File: src/rtl/uart_rx_fifo_if.sv
// Consumer-side stream of the UART receiver: FIFO head data with valid/ready.
interface uart_rx_fifo_if #(
  parameter int unsigned DATA_BITS = 8
);
  logic [DATA_BITS-1:0] rxData;
  logic                 rxParityErr;
  logic                 rxValid;
  logic                 rxReady;

  modport master (output rxData, output rxParityErr, output rxValid, input rxReady);
  modport slave  (input rxData, input rxParityErr, input rxValid, output rxReady);
endinterface

File: src/rtl/uart_rx_fifo.sv
// UART receiver with configurable data/parity/stop bits, error detection and a show-ahead
// FIFO drained over a valid/ready stream.
// Optional: define UART_RX_MAJORITY_EN for 2-of-3 majority voting around each bit centre.
module uart_rx_fifo #(
  parameter int unsigned CLK_FREQ   = 100_000_000,
  parameter int unsigned BAUD_RATE  = 115200,
  parameter int unsigned DATA_BITS  = 8,
  parameter int unsigned PARITY     = 0,
  parameter int unsigned STOP_BITS  = 1,
  parameter int unsigned FIFO_DEPTH = 4
) (
  input  logic                        clk,
  input  logic                        rstN,
  input  logic                        rx,
  uart_rx_fifo_if.master              rxIf,
  output logic                        frameErr,
  output logic                        overrun,
  output logic                        busy,
  output logic [$clog2(FIFO_DEPTH):0] fifoCount
);
  localparam int unsigned BAUD_DIV = CLK_FREQ / BAUD_RATE;
  localparam int unsigned CNT_W    = $clog2(BAUD_DIV);
  localparam int unsigned AW       = $clog2(FIFO_DEPTH);
`ifdef UART_RX_MAJORITY_EN
  localparam int unsigned Q = BAUD_DIV / 8;
`else
  localparam int unsigned Q = 0;
`endif
  // Decision points: start bit at its centre (+Q), later bits one full bit period apart.
  localparam int unsigned START_DEC = BAUD_DIV / 2 - 1 + Q;
  localparam int unsigned BIT_DEC   = BAUD_DIV - 1;

  typedef enum logic [2:0] {StIdle, StStart, StData, StParity, StStop} state_e;

  state_e             stateQ, stateD;
  logic [CNT_W-1:0]   cntQ, cntD, decPt;
  logic [3:0]         bitCntQ, bitCntD;
  logic [DATA_BITS-1:0] shQ, shD;
  logic               perrQ, perrD;
  logic               rxMeta, rxS, decide, bitVal;
  logic               frameDone, frameBad;
  logic               frameErrQ, overrunQ;

  logic [DATA_BITS:0] mem [FIFO_DEPTH];
  logic [DATA_BITS:0] head;
  logic [AW-1:0]      wrPtrQ, rdPtrQ;
  logic [AW:0]        countQ;
  logic               valid, full, push, pop;

  // Two-flop synchroniser for the asynchronous serial input; idles high.
  always_ff @(posedge clk or negedge rstN) begin
    if (!rstN) begin
      rxMeta <= 1'b1;
      rxS    <= 1'b1;
    end else begin
      rxMeta <= rx;
      rxS    <= rxMeta;
    end
  end

  assign decPt  = (stateQ == StStart) ? CNT_W'(START_DEC) : CNT_W'(BIT_DEC);
  assign decide = (cntQ == decPt);

`ifdef UART_RX_MAJORITY_EN
  logic s0Q, s1Q;
  // Capture the two early votes at -Q and 0 relative to the bit centre.
  always_ff @(posedge clk or negedge rstN) begin
    if (!rstN) begin
      s0Q <= 1'b1;
      s1Q <= 1'b1;
    end else begin
      if (cntQ == decPt - CNT_W'(2 * Q)) s0Q <= rxS;
      if (cntQ == decPt - CNT_W'(Q))     s1Q <= rxS;
    end
  end
  assign bitVal = (s0Q & s1Q) | (s0Q & rxS) | (s1Q & rxS);
`else
  assign bitVal = rxS;
`endif

  // Receive FSM state and datapath registers.
  always_ff @(posedge clk or negedge rstN) begin
    if (!rstN) begin
      stateQ    <= StIdle;
      cntQ      <= '0;
      bitCntQ   <= '0;
      shQ       <= '0;
      perrQ     <= 1'b0;
      frameErrQ <= 1'b0;
      overrunQ  <= 1'b0;
    end else begin
      stateQ    <= stateD;
      cntQ      <= cntD;
      bitCntQ   <= bitCntD;
      shQ       <= shD;
      perrQ     <= perrD;
      frameErrQ <= frameBad;
      overrunQ  <= frameDone & full & ~pop;
    end
  end

  // Next-state logic; a frame resolves on its last stop decision and returns straight to idle.
  always_comb begin
    stateD    = stateQ;
    cntD      = cntQ + 1'b1;
    bitCntD   = bitCntQ;
    shD       = shQ;
    perrD     = perrQ;
    frameDone = 1'b0;
    frameBad  = 1'b0;
    unique case (stateQ)
      StIdle: begin
        cntD = '0;
        if (!rxS) stateD = StStart;
      end
      StStart: begin
        if (decide) begin
          cntD    = '0;
          bitCntD = '0;
          perrD   = 1'b0;
          stateD  = bitVal ? StIdle : StData;
        end
      end
      StData: begin
        if (decide) begin
          cntD = '0;
          shD  = {bitVal, shQ[DATA_BITS-1:1]};
          if (bitCntQ == 4'(DATA_BITS - 1)) begin
            bitCntD = '0;
            stateD  = (PARITY != 0) ? StParity : StStop;
          end else begin
            bitCntD = bitCntQ + 4'd1;
          end
        end
      end
      StParity: begin
        if (decide) begin
          cntD   = '0;
          perrD  = ((^shQ) ^ bitVal) != logic'(PARITY == 1);
          stateD = StStop;
        end
      end
      StStop: begin
        if (decide) begin
          cntD = '0;
          if (!bitVal) begin
            frameBad = 1'b1;
            stateD   = StIdle;
          end else if (bitCntQ == 4'(STOP_BITS - 1)) begin
            frameDone = 1'b1;
            stateD    = StIdle;
          end else begin
            bitCntD = bitCntQ + 4'd1;
          end
        end
      end
      default: stateD = StIdle;
    endcase
  end

  assign valid = (countQ != '0);
  assign full  = (countQ == (AW + 1)'(FIFO_DEPTH));
  assign pop   = valid & rxIf.rxReady;
  // A full FIFO still accepts a frame when the head is popped in the same cycle.
  assign push  = frameDone & (~full | pop);

  // FIFO pointers and occupancy.
  always_ff @(posedge clk or negedge rstN) begin
    if (!rstN) begin
      wrPtrQ <= '0;
      rdPtrQ <= '0;
      countQ <= '0;
    end else begin
      if (push) wrPtrQ <= wrPtrQ + 1'b1;
      if (pop)  rdPtrQ <= rdPtrQ + 1'b1;
      case ({push, pop})
        2'b10:   countQ <= countQ + 1'b1;
        2'b01:   countQ <= countQ - 1'b1;
        default: countQ <= countQ;
      endcase
    end
  end

  // FIFO storage: {parityErr, data} per entry.
  always_ff @(posedge clk) begin
    if (push) mem[wrPtrQ] <= {perrQ, shQ};
  end

  // Head is gated by valid so stale storage never shows on the outputs.
  assign head             = mem[rdPtrQ];
  assign rxIf.rxValid     = valid;
  assign rxIf.rxData      = valid ? head[DATA_BITS-1:0] : '0;
  assign rxIf.rxParityErr = valid & head[DATA_BITS];
  assign frameErr         = frameErrQ;
  assign overrun          = overrunQ;
  assign busy             = (stateQ != StIdle);
  assign fifoCount        = countQ;
endmodule

File: src/flat_wrapper.sv
// flat-port wrapper written by rule: the top's interface ports become plain ports
module uart_rx_fifo_flat 
#(
  parameter int unsigned CLK_FREQ   = 100_000_000,
  parameter int unsigned BAUD_RATE  = 115200,
  parameter int unsigned DATA_BITS  = 8,
  parameter int unsigned PARITY     = 0,
  parameter int unsigned STOP_BITS  = 1,
  parameter int unsigned FIFO_DEPTH = 4
)
  (clk, rstN, rx, frameErr, overrun, busy, fifoCount, rxIf_rxData, rxIf_rxParityErr, rxIf_rxValid, rxIf_rxReady);
  uart_rx_fifo_if #(.DATA_BITS(DATA_BITS)) rxIf_i ();
  input  logic clk;
  input  logic rstN;
  input  logic rx;
  output logic frameErr;
  output logic overrun;
  output logic busy;
  output logic [$clog2(FIFO_DEPTH):0] fifoCount;
  output wire logic [$bits(rxIf_i.rxData)-1:0] rxIf_rxData;
  output wire logic [$bits(rxIf_i.rxParityErr)-1:0] rxIf_rxParityErr;
  output wire logic [$bits(rxIf_i.rxValid)-1:0] rxIf_rxValid;
  input wire logic [$bits(rxIf_i.rxReady)-1:0] rxIf_rxReady;
  assign rxIf_rxData = rxIf_i.rxData;
  assign rxIf_rxParityErr = rxIf_i.rxParityErr;
  assign rxIf_rxValid = rxIf_i.rxValid;
  assign rxIf_i.rxReady = rxIf_rxReady;
  uart_rx_fifo #(.CLK_FREQ(CLK_FREQ), .BAUD_RATE(BAUD_RATE), .DATA_BITS(DATA_BITS), .PARITY(PARITY), .STOP_BITS(STOP_BITS), .FIFO_DEPTH(FIFO_DEPTH)) u_core (.clk(clk), .rstN(rstN), .rx(rx), .rxIf(rxIf_i), .frameErr(frameErr), .overrun(overrun), .busy(busy), .fifoCount(fifoCount));
endmodule
File: config.mk
export PLATFORM = sky130hd
export DESIGN_NAME = uart_rx_fifo_flat
export DESIGN_NICKNAME = d
export VERILOG_FILES = /design/src/rtl/uart_rx_fifo_if.sv /design/src/rtl/uart_rx_fifo.sv /design/src/flat_wrapper.sv
export SDC_FILE = /design/constraint.sdc
export NUM_CORES = 1
export LEC_CHECK = 0
export ABC_AREA = 1
export BUFFER_PORTS_ARGS = -buffer_cell sky130_fd_sc_hd__buf_2
export CAP_MARGIN = 0
export CORE_UTILIZATION = 30
export CTS_CLUSTER_SIZE = 14
export DETAILED_ROUTE_END_ITERATION = 16
export GPL_TIMING_DRIVEN = 0
export PLACE_DENSITY_LB_ADDON = 0.25
export SLEW_MARGIN = 15
export SYNTH_ARGS = -nofsm -noshare
export SYNTH_HDL_FRONTEND = slang
export SYNTH_SLANG_ARGS = --single-unit
File: constraint.sdc
create_clock -name clk -period 6.36 [get_ports clk]
set_input_delay 1.908 -clock clk [delete_from_list [all_inputs] [get_ports clk]]
set_output_delay 1.908 -clock clk [all_outputs]
set_load 0.005 [all_outputs]
# After elaboration in Yosys (flattened, before gate mapping)
# Memory sizes are Yosys's and may differ from the RTL's.
# Cells that the tools add are included.
# classes
bitwise	9
eq_ne	18
n_reduce_logical	13
addsub	6
mux	34
# ops
op	n
$mux 3	8
$mux 4	6
$mux 10	2
$pmux 10 s2	1
$pmux 3 s5	1
$ne 2x1->1 const B	6
$pmux 4 s3	1
$mux 1	11
$add 10x1->10 const B	1
$eq 10x10->1	1
$reduce_bool 3->1	3
$mux 8	1
$reduce_xor 8->1	1
$reduce_and 7->1	1
$eq 3x2->1 const B	2
$eq 3x3->1 const B	2
$pmux 3 s2	1
$reduce_and 6->1	1
$and 1x1->1	5
$add 2x1->2 const B	2
$add 4x1->4 const B	1
$eq 4x3->1 const B	1
$logic_not 4->1	1
$ne 2x2->1 const B	2
16 further kinds	18
# totals
out_inout_bits	16
memories	1
inputBits	4
register_bits	37
wordCells	93
ram_bits	36
# memory_table
memory	words	width	read_ports	rd_ports_with_merged_regs	wr	line_no	rtl
u_core.mem	4	9	1	0	1	uart_rx_fifo.sv:44	logic [DATA_BITS:0] mem [FIFO_DEPTH];

# Longest topological paths before layout
# Gate-level depths: netlist of the first run.
# depth
ltp_word	8
ltp_mapped	15
ltp_nobuf	15

# Worst setup path before layout of the first run
# No wires, ideal clock.
# synth_path
path_kind	register -> output
from	register u_core.rdPtrQ[0]
to	output rxIf_rxData[0]
stages_incl_launch_ff	7
slack_ns	3.290
required_ns	4.452
t_arrival_ns	1.162
path_buffers	2
path_cell_list	dfrtp_1 -> clkbuf_1 -> buf_2 -> nor2_1 -> nor2_1 -> o21ai_0 -> a21oi_1
# synth_via
elab_chain_cells	2
# synth_rtl
element	line_no	rtl
start: declaration	uart_rx_fifo.sv:46	logic [AW-1:0] wrPtrQ, rdPtrQ;
start signal: assignment	uart_rx_fifo.sv:175	if (pop) rdPtrQ <= rdPtrQ + 1'b1;
$mem_v2 4x9	--	
$mux 8	uart_rx_fifo.sv:192	assign rxIf.rxData = valid ? head[DATA_BITS-1:0] : '0;
end: declaration	flat_wrapper.sv:20	output wire logic [$bits(rxIf_i.rxData)-1:0] rxIf_rxData;
# Every way passes these cells.

# Worst setup path in the final report of the first run
# layout_path
from	register u_core.rdPtrQ[0]
to	output rxIf_rxData[5]
# The elaborated chain is that of the path after synthesis.

==> results of run 1 <==
-- synth_stat cells (all sizes together) --
cell type / number
a21boi: 1
inv: 47
o21ai: 30
dfrtp: 35
nand2: 52
ha: 7
mux2: 1
o21a: 1
nand3: 11
or2: 1
clkinv: 1
fa: 1
nor3b: 1
xor2: 9
nand4: 3
o211ai: 1
a21oi: 16
xnor2: 5
nor3: 6
nor2: 81
o22ai: 1
edfxtp: 36
buf: 2
clkbuf: 3
dfstp: 2
-- registers in the layout, indices dropped and copies added, names as in the netlist --
signal,count
u_core.bitVal,1
u_core.stateQ,3
u_core.fifoCount,3
u_core.frameErr,1
u_core.bitCntQ,4
u_core.shQ,8
u_core.cntQ,10
u_core.perrQ,1
u_core.rxMeta,1
u_core.wrPtrQ,2
u_core.mem,36
u_core.rdPtrQ,2
u_core.overrun,1
-- power by group --
part	internal, µW	switching [µW]
combinational	116	189
sequential	511	13.6
clock	305	195
total	932	398
-- worst paths after layout --
kind,startpoint,endpoint,slack (ps),cells after the start
max,u_core.rdPtrQ[0]$_DFFE_PN0P_,rxIf_rxData[5],2430,7
min,u_core.rxMeta$_DFF_PN1_,u_core.bitVal$_DFF_PN1_,360,0
max reg2reg,u_core.stateQ[0]$_DFFE_PN0P_,u_core.mem[1][2]$_DFFE_PP_,3870,9
min reg2reg,u_core.rxMeta$_DFF_PN1_,u_core.bitVal$_DFF_PN1_,360,0
max in group asynchronous,rstN,u_core.shQ[1]$_DFFE_PN0P_,4140,1
min in group asynchronous,rstN,u_core.fifoCount[0]$_DFFE_PN0P_,1690,1
-- layout make-up --
type | count | area, µm² | share of cell area
Inverter | 48 | 180 | 0.0446
Clock inverter | 6 | 65.1 | 0.0161
Tap cell | 140 | 175 | 0.0434
Clock buffer | 10 | 229 | 0.0567
Sequential cell | 73 | 2010 | 0.498
Buffer | 5 | 27.5 | 0.00682
Timing Repair Buffer | 19 | 95.1 | 0.0235
Multi-Input combinational cell | 228 | 1260 | 0.311
-- cell families (layout without fill, tap and decap cells) --
family / count (synthesis) / count (layout) / synth area share
buf+inv: 53 / 88 / 0.0598
compound gates: 50 / 50 / 0.0778
xor+xnor: 14 / 14 / 0.0353
flops: 73 / 73 / 0.578
fa+ha+maj: 8 / 8 / 0.0310
mux: 1 / 1 / 0.00432
simple gates: 155 / 155 / 0.214
-- worst max-delay path, stage by stage, from the launching register on --
cell,delay (ps)
dfrtp_1,340
clkbuf_1,410
buf_2,340
nor2_1,80
nor2_1,80
o21ai_0,90
a21oi_1,190
buf_2,150
-- metrics by stage --
stage | instance area (µm²) | cells | total power (µW)
after floorplan | 3470 | 354 | 726
after global placement | 3740 | 513 | 835
after detailed placement | 3740 | 513 | 844
after CTS | 4040 | 529 | 1350
after global routing | 4040 | 529 | 1420
final | 4040 | 529 | 1330
-- cells in the final DEF, fill, tap and decap left out, types with 9 or more instances in the layout --
master      n
inv_1      41
nand2_1    41
edfxtp_1   36
buf_2      20
clkbuf_16   9
nor2_1     74
o21ai_0    22
a21oi_1    16
xor2_1      9
dfrtp_1    35
-- metal layers --
layer | global-route usage | share of wire
met2 | 0.210 | 0.48
met3 | 0.0338 | 0.034
met1 | 0.158 | 0.47
met5 | 0 | 0
met4 | 0.0429 | 0.014
==> key figures, run 1 <==
Clocking
  – Max clock buf depth: 2
  – H-tree levels: 3
  – Reg clk slew, reported paths: 60 ps
  – Postcts setup bufs: 0
  – Clk Latency, worst-skew pair: 330 ps
  – Post-CTS sizing: 0
  – CTS tree: yes
  – CTS root buf: clkbuf_16
  – TritonCTS buffer count: 9
  – CTS Hold Bufs: 0
  – # clock sinks: 73

Synthesis
  – Cell area after synthesis: 3470 µm²
  – Synth area leaders: edfxtp_1, dfrtp_1, nor2_1, inv_1, nand2_1
  – Seq/Total Area, Yosys: 0.578
  – Yosys cell types: 37
  – Syn Inst Count: 354
  – Syn_nets: 366
  – Register bit total from synthesis: 73
  – Cell accounting for the most synthesized area: edfxtp_1
  – Synthesis Warnings: 0
  – Syn avg cell area: 9.82 µm²
  – Share of the synthesized area in the top cell type: 0.311

Global route
  – Tot GR Track Use: 0.126
  – First-pass GRT wire length: 11.3 mm
  – Total grt overflow: 0
  – Vias in the first global route: 2352
  – Largest net degree at the start of global routing: 38
  – Antenna violations before repair: 0

STA
  – Slew margin rel.: 0.354
  – Setup TNS: 0 ps
  – WHS: 360 ps
  – Hold Fails Final Rpt: 0
  – Fin crit share: 0.617
  – Clock Skews: 11.1 ps
  – Fmax: 255 MHz
  – Unrepaired setup endpoints after global routing: false
  – Final WS setup: 2430 ps
  – Slew Limit Fails: 0
  – Tmin final: 3930 ps
  – Final setup fails: 0
  – Tightest Pin Transition: 965 ps

Placement
  – GP Congestion: 0.790
  – Port buffer count: 19
  – DPL Wire Length: 4.57 mm
  – DP Worst Slack: 2790 ps

Worst setup path
  – CP Capture Type: output port
  – Max FO, Critical Path: 10
  – Crit Path Class: reg2out
  – CP Data Required Time: 4450 ps
  – Critical path arrival: 2020 ps
  – Worst setup SP type: flop

Cells and area
  – Area Growth Syn to Fin: 16.2%
  – Antenna cells: 0
  – Final core area utilization: 0.365
  – Share of layout cells above drive strength 1: 0.183
  – Fillers: 1139
  – Nets: 396

Route
  – DRT iter0 DRCs: 100
  – Drt pass-1 iters: 4
  – Final wirelength: 6.68 mm
  – Routed vias/inst: 4.43
  – # DRC: 0
  – Drt wl/cell: 12.6 µm
  – Remaining antenna violation count: 0
  – Vias: 2341

Floorplanning
  – Die area: 12000 µm²
  – I/O pins: 20
  – CORE AREA: 11100 µm²
  – Initial Util: 0.314
  – # rows: 38
  – Die Ht: 110 µm
  – Die Wd: 110 µm

Power
  – Pleak: 0.00184 µW
  – Cell area power density: 329 nW/µm²
  – Peak supply drop: 0.172 mV

Outcome
  – Status: finished clean

Min path
  – Hold crit path type: reg2reg

Run
  – # Max-Cap Violations: 0
Power figures use the tool's default switching activity.
==> inputs of run 2 (changes only) <==
ABC_AREA = 0   (was 1)
clock period = 3.6 ns   (was 6.36 ns; I/O delays follow)
==> key figures, run 2 <==
Outcome
  – Status: finished clean

Worst setup path
  – Max FO, Critical Path: 10 (unchanged)
  – Worst setup SP type: flop
  – Critical path arrival: 2230 ps (+210 ps)
  – Reg2reg start: u_core.stateQ[2]$_DFFE_PN0P_
  – Setup crit start: u_core.rdPtrQ[0]$_DFFE_PN0P_
  – CP Capture Type: output port
  – CP Data Required Time: 2520 ps (-1930 ps)
  – CP max-delay cell: buf_1
  – Worst path cell trace: buf_1 > mux4_2 > nor2b_1 > buf_2
  – Critical Path Max Stage Delay: 640 ps (+230 ps)
  – Crit Path Class: reg2out

Global route
  – Total grt overflow: 0 (unchanged)
  – Antenna violations before repair: 0 (unchanged)
  – Vias in the first global route: 2013 (-14%)
  – Tot GR Track Use: 0.115 (-0.0110)
  – Largest net degree at the start of global routing: 38 (unchanged)
  – First-pass GRT wire length: 10.1 mm (-11%)

Clocking
  – TritonCTS buffer count: 9 (unchanged)
  – Max clock buf depth: 2 (unchanged)
  – Postcts setup bufs: 0 (unchanged)
  – Reg clk slew, reported paths: 60 ps (about the same)
  – Clk Latency, worst-skew pair: 330 ps (about the same)
  – Post-CTS sizing: 0 (unchanged)
  – CTS tree: yes
  – CTS Hold Bufs: 0 (unchanged)
  – CTS root buf: clkbuf_16
  – H-tree levels: 3 (unchanged)
  – # clock sinks: 73 (unchanged)

STA
  – Setup TNS: 0 ps (unchanged)
  – Fmax: 302 MHz
  – Tightest Pin Transition: 843 ps (-122 ps)
  – Tmin final: 3310 ps
  – Slew margin rel.: 0.438 (+0.0839)
  – Clock Skews: 6.45 ps (-4.60 ps)
  – Slew Limit Fails: 0 (unchanged)
  – Hold Fails Final Rpt: 0 (unchanged)
  – Unrepaired setup endpoints after global routing: false
  – Fin crit share: 0.919
  – Final setup fails: 0 (unchanged)

Route
  – DRT iter0 DRCs: 97 (-3.0%)
  – Remaining antenna violation count: 0 (unchanged)
  – Drt wl/cell: 13.6 µm (+7.8%)
  – Vias: 2032 (-13%)
  – Routed vias/inst: 4.66 (+5.3%)
  – # DRC: 0 (unchanged)
  – Final wirelength: 5.94 mm (-11%)
  – Drt pass-1 iters: 6 (+2)

Cells and area
  – Most frequent cells in the layout: edfxtp_1, dfrtp_1, nor2_1
  – Share of layout cells above drive strength 1: 0.209 (+0.0269)
  – Commonest non-fill, non-tap cell in the layout: edfxtp_1
  – Antenna cells: 0 (unchanged)
  – Area Growth Syn to Fin: 17.0%
  – Nets: 303 (-23%)
  – Regs by FF count: u_core.mem: 36 flops, u_core.cntQ: 10 flops, u_core.shQ: 8 flops
  – Final instance area: 3970 µm² (-1.8%)
  – Max reg flops: 36 (unchanged)
  – Top reg by flops: u_core.mem

Placement
  – GP Congestion: 0.755 (-4.4%)
  – DP Area: 3660 µm² (-2.3%)
  – Port buffer count: 18 (-1)
  – DPL Wire Length: 3.94 mm (-14%)

Power
  – Pint: 1570 µW (+68%)
  – Net switching fraction of the power: 0.266 (-0.0327)
  – Cell area power density: 538 nW/µm² (+63%)
  – Net Switching: 568 µW (+43%)
  – Sequential share of power: 0.436 (+0.042)
  – Clock power frac: 0.432 (+0.056)
  – Overall power: 2130 µW (+60%)
  – Comb pwr share: 0.132 (-0.097)
  – Pleak: 0.00164 µW (-11%)
  – Peak supply drop: 0.221 mV (+29%)

Run
  – # Max-Cap Violations: 0 (unchanged)

Floorplanning
  – Die Wd: 108 µm (-1.2%)
  – # rows: 38 (unchanged)
  – Initial Util: 0.310 (-0.00346)
  – Die area: 11700 µm² (-2.3%)
  – CORE AREA: 10900 µm² (-1.3%)
  – I/O pins: 20 (unchanged)
  – Die Ht: 108 µm (-1.2%)

Synthesis
  – Cell accounting for the most synthesized area: edfxtp_1
  – Cell area after synthesis: 3390 µm² (-2.4%)
  – Register bit total from synthesis: 73 (unchanged)
  – Synthesis Warnings: 0 (unchanged)
  – Syn_nets: 274 (-25%)
  – Syn Inst Count: 262 (-26%)
  – Yosys cell types: 47 (+27%)
  – Seq/Total Area, Yosys: 0.592 (+0.0141)
  – Number of synthesized flops with an enable pin: 36 (unchanged)
  – Share of the synthesized area in the top cell type: 0.319 (+0.00757)
  – FFs w/ async S/R, synth: 0.507 (unchanged)
  – Main synth FF type: edfxtp_1
  – Top post-synthesis cells by count: edfxtp_1, dfrtp_1, nor2_1
  – Synth area leaders: edfxtp_1, dfrtp_1, mux4_2, xnor2_1, mux2_2
  – Syn avg cell area: 12.9 µm² (+32%)
  – Most common cell in the netlist: edfxtp_1

Min path
  – Worst Hold Launch: u_core.rxMeta$_DFF_PN1_
  – Hold crit path type: reg2reg
==> run 2: changes by cell type after synthesis, moves of 8 or more <==
cell | previous run | this run
nor2_1 | 74 | 22
inv_1 | 41 | 12
nand2_1 | 41 | 19
a21oi_1 | 16 | 3
o21ai_0 | 22 | 9
nor2b_1 | 0 | 12
mux2_2 | 0 | 10
mux4_2 | 0 | 9
xnor2_1 | 5 | 14
nand2_2 | 8 | 0
==> run 2: final timing paths <==
check | to | slack [ps] | cells past startpoint
setup / recovery | rxIf_rxData[7] | 290 | 4
hold / removal | u_core.bitVal$_DFF_PN1_ | 360 | 0
setup reg to reg | u_core.mem[0][0]$_DFFE_PP_ | 440 | 6
hold reg to reg | u_core.bitVal$_DFF_PN1_ | 360 | 0
max in group asynchronous | u_core.cntQ[6]$_DFF_PN0_ | 2220 | 1
min in group asynchronous | u_core.fifoCount[0]$_DFFE_PN0P_ | 850 | 1
==> run 2: final cells by class <==
type	instances	area, µm²
fill	1075	6970
inverter	12	45.0
buffer	8	31.3
clock buffer	9	225
sequential	73	2010
multi-input combinational	169	1310
timing repair buffer	18	90.1
tap	140	175
clock inverter	7	85.1
==> run 2: logic make-up (layout without fill, tap and decap cells) <==
family,count (synthesis),in the layout,share of synthesized area
buffers and inverters,20,54,0.0225
xor gates and xnor gates,22,22,0.0568
and+or+nand+nor,95,95,0.150
adders and majority gates,8,8,0.0317
muxes,19,19,0.0930
AOI/OAI and AO/OA,25,25,0.0539
DFF,73,73,0.592
==> run 2: power by group through the flow <==
stage	combinational, µW	clock (µW)	sequential [µW]
global route	322	990	934
floorplan	205	0	940
CTS	293	946	930
detailed placement	293	0	947
finish	282	921	931
global placement	282	0	948
==> run 2: critical path, delay by kind of cell, from the launching register on <==
kind,cells,cell delay [ps]
buffers and inverters,2,780
DFF,1,360
muxes,1,600
and+or+nand+nor,1,140
==> run 2: metal layers <==
layer | wire length (µm) | vias to the layer above | global-route usage
met3 | 146 | 11 | 0.0199
met2 | 2900 | 29 | 0.182
met5 | 0 | - | 0
met4 | 141 | 0 | 0.0695
li1 | - | 1001 | -
met1 | 2750 | 991 | 0.147
==> run 2: through the flow <==
stage                     utilization  std cells  hold WS, ps  worst slack, ps
after detailed placement        0.334        420          349              428
after global routing            0.363        436          365              126
after CTS                       0.363        436          358              210
after floorplan                     -        262          345              891
final                           0.363        436          356              293
after global placement          0.334        420          347              424
==> inputs of run 3 (changes only) <==
CORE_UTILIZATION = 54   (was 30)
==> key figures, run 3 (synthesis results as in run 2) <==
Outcome
  – Status: finished clean

Power
  – Overall power: 1910 µW (-11%)
  – Peak supply drop: 0.294 mV (+33%)
  – Cell area power density: 502 nW/µm² (-6.6%)
  – Pleak: 0.00160 µW (-2.4%)

STA
  – Fin crit share: 0.913 (-0.00541)
  – Tightest Pin Transition: 821 ps (-22.0 ps)
  – Final setup fails: 0 (unchanged)
  – Tmin final: 3290 ps (-19.5 ps)
  – Slew Limit Fails: 0 (unchanged)
  – Clock Skews: 7.32 ps (+0.870 ps)
  – Unrepaired setup endpoints after global routing: false
  – Slew margin rel.: 0.453 (+0.0146)
  – Setup TNS: 0 ps (unchanged)
  – Fmax: 304 MHz (+0.59%)
  – Hold Fails Final Rpt: 0 (unchanged)

Global route
  – Vias in the first global route: 1971 (-2.1%)
  – Total grt overflow: 0 (unchanged)
  – Largest net degree at the start of global routing: 38 (unchanged)
  – Antenna violations before repair: 0 (unchanged)
  – First-pass GRT wire length: 9.27 mm (-8.0%)
  – Tot GR Track Use: 0.195 (+0.0799)

Cells and area
  – Share of layout cells above drive strength 1: 0.206 (-0.00338)
  – Area Growth Syn to Fin: 11.8%
  – Fillers: 477 (-56%)
  – Nets: 303 (unchanged)
  – Max reg flops: 36 (unchanged)
  – Multi-input gate area: 1310 µm² (unchanged)
  – Final instance area: 3790 µm² (-4.4%)
  – Top reg by flops: u_core.mem
  – Commonest non-fill, non-tap cell in the layout: edfxtp_1
  – Regs by FF count: u_core.mem: 36 flops, u_core.cntQ: 10 flops, u_core.shQ: 8 flops
  – Antenna cells: 0 (unchanged)
  – Most frequent cells in the layout: edfxtp_1, dfrtp_1, nor2_1
  – Seq. cell area: 2010 µm² (unchanged)

Worst setup path
  – Critical path arrival: 2210 ps (-20 ps)
  – Cell family with most CP delay: buffers and inverters
  – Critical Path Max Stage Delay: 610 ps (-30 ps)
  – CP max-delay cell: buf_1
  – Crit Path Class: reg2out
  – Worst setup SP type: flop
  – CP Data Required Time: 2520 ps (about the same)
  – Max FO, Critical Path: 10 (unchanged)
  – Worst path cell trace: buf_1 > mux4_2 > nor2b_1 > buf_2
  – WP buf/inv: 2 (unchanged)
  – CP Capture Type: output port

Floorplanning
  – I/O pins: 20 (unchanged)
  – Initial Util: 0.566 (+0.256)
  – # rows: 28 (-26%)
  – CORE AREA: 5990 µm² (-45%)
  – Die area: 6600 µm² (-44%)
  – Die Ht: 81.3 µm (-25%)
  – Die Wd: 81.3 µm (-25%)

Placement
  – DPL Wire Length: 3.76 mm (-4.7%)
  – DP Area: 3580 µm² (-2.2%)
  – Port buffer count: 18 (unchanged)
  – GP Congestion: 0.791 (+4.8%)

Run
  – # Max-Cap Violations: 0 (unchanged)

Clocking
  – Postcts setup bufs: 0 (unchanged)
  – Reg clk slew, reported paths: 80 ps (+20 ps)
  – Post-CTS sizing: 0 (unchanged)
  – # clock sinks: 73 (unchanged)
  – Max clock buf depth: 2 (unchanged)
  – CTS tree: yes
  – CTS Hold Bufs: 0 (unchanged)
  – TritonCTS buffer count: 9 (unchanged)
  – Clk Latency, worst-skew pair: 340 ps (about the same)
  – H-tree levels: 3 (unchanged)
  – CTS root buf: clkbuf_8

Min path
  – Hold crit path type: reg2reg

Route
  – Drt pass-1 iters: 4 (-2)
  – Drt wl/cell: 14.9 µm (+9.6%)
  – Final wirelength: 5.54 mm (-6.7%)
  – # DRC: 0 (unchanged)
  – Routed vias/inst: 5.38 (+15%)
  – DRT iter0 DRCs: 85 (-12%)
  – Vias: 1995 (-1.8%)
  – Remaining antenna violation count: 0 (unchanged)
==> run 3: worst paths after layout <==
check,slack (ps),from,to,depth (start not counted)
max,310,u_core.rdPtrQ[0]$_DFFE_PN0P_,rxIf_rxData[3],4
min,360,u_core.rxMeta$_DFF_PN1_,u_core.bitVal$_DFF_PN1_,0
max reg2reg,470,u_core.stateQ[2]$_DFFE_PN0P_,u_core.mem[2][2]$_DFFE_PP_,6
min reg2reg,360,u_core.rxMeta$_DFF_PN1_,u_core.bitVal$_DFF_PN1_,0
max in group asynchronous,2250,rstN,u_core.fifoCount[2]$_DFFE_PN0P_,1
min in group asynchronous,810,rstN,u_core.rdPtrQ[0]$_DFFE_PN0P_,1
==> run 3: metrics by stage <==
stage	hold WS, ps	worst slack [ps]	instances	utilization
after floorplan	345	891	262	-
after global placement	346	508	355	0.597
final	364	312	371	0.633
after global routing	375	138	371	0.633
after detailed placement	352	491	355	0.597
after CTS	364	244	371	0.633
==> run 3: power by group <==
| part | switching (µW) | internal (µW) | leakage (µW) | total (µW) |
|---|---|---|---|---|
| registers | 32.2 | 897 | 0.000901 | 929 |
| clock network | 313 | 390 | 0.000107 | 703 |
| logic | 156 | 117 | 0.000595 | 273 |
==> run 3: layer usage <==
metal | part of all wire | routed length [µm] | track usage | up-vias
met5 | 0 | 0 | 0 | -
met4 | 0.021 | 114 | 0.105 | 0
met3 | 0.019 | 107 | 0.0337 | 11
met2 | 0.50 | 2760 | 0.325 | 20
met1 | 0.46 | 2560 | 0.241 | 966
li1 | - | - | - | 998
==> run 3: area by class of cell <==
| type | count | area share |
|---|---|---|
| sequential | 73 | 0.530 |
| tap | 75 | 0.0247 |
| timing repair buffer | 18 | 0.0237 |
| buffer | 8 | 0.00825 |
| inverter | 12 | 0.0119 |
| clock inverter | 7 | 0.0247 |
| clock buffer | 9 | 0.0327 |
| multi-input combinational | 169 | 0.344 |
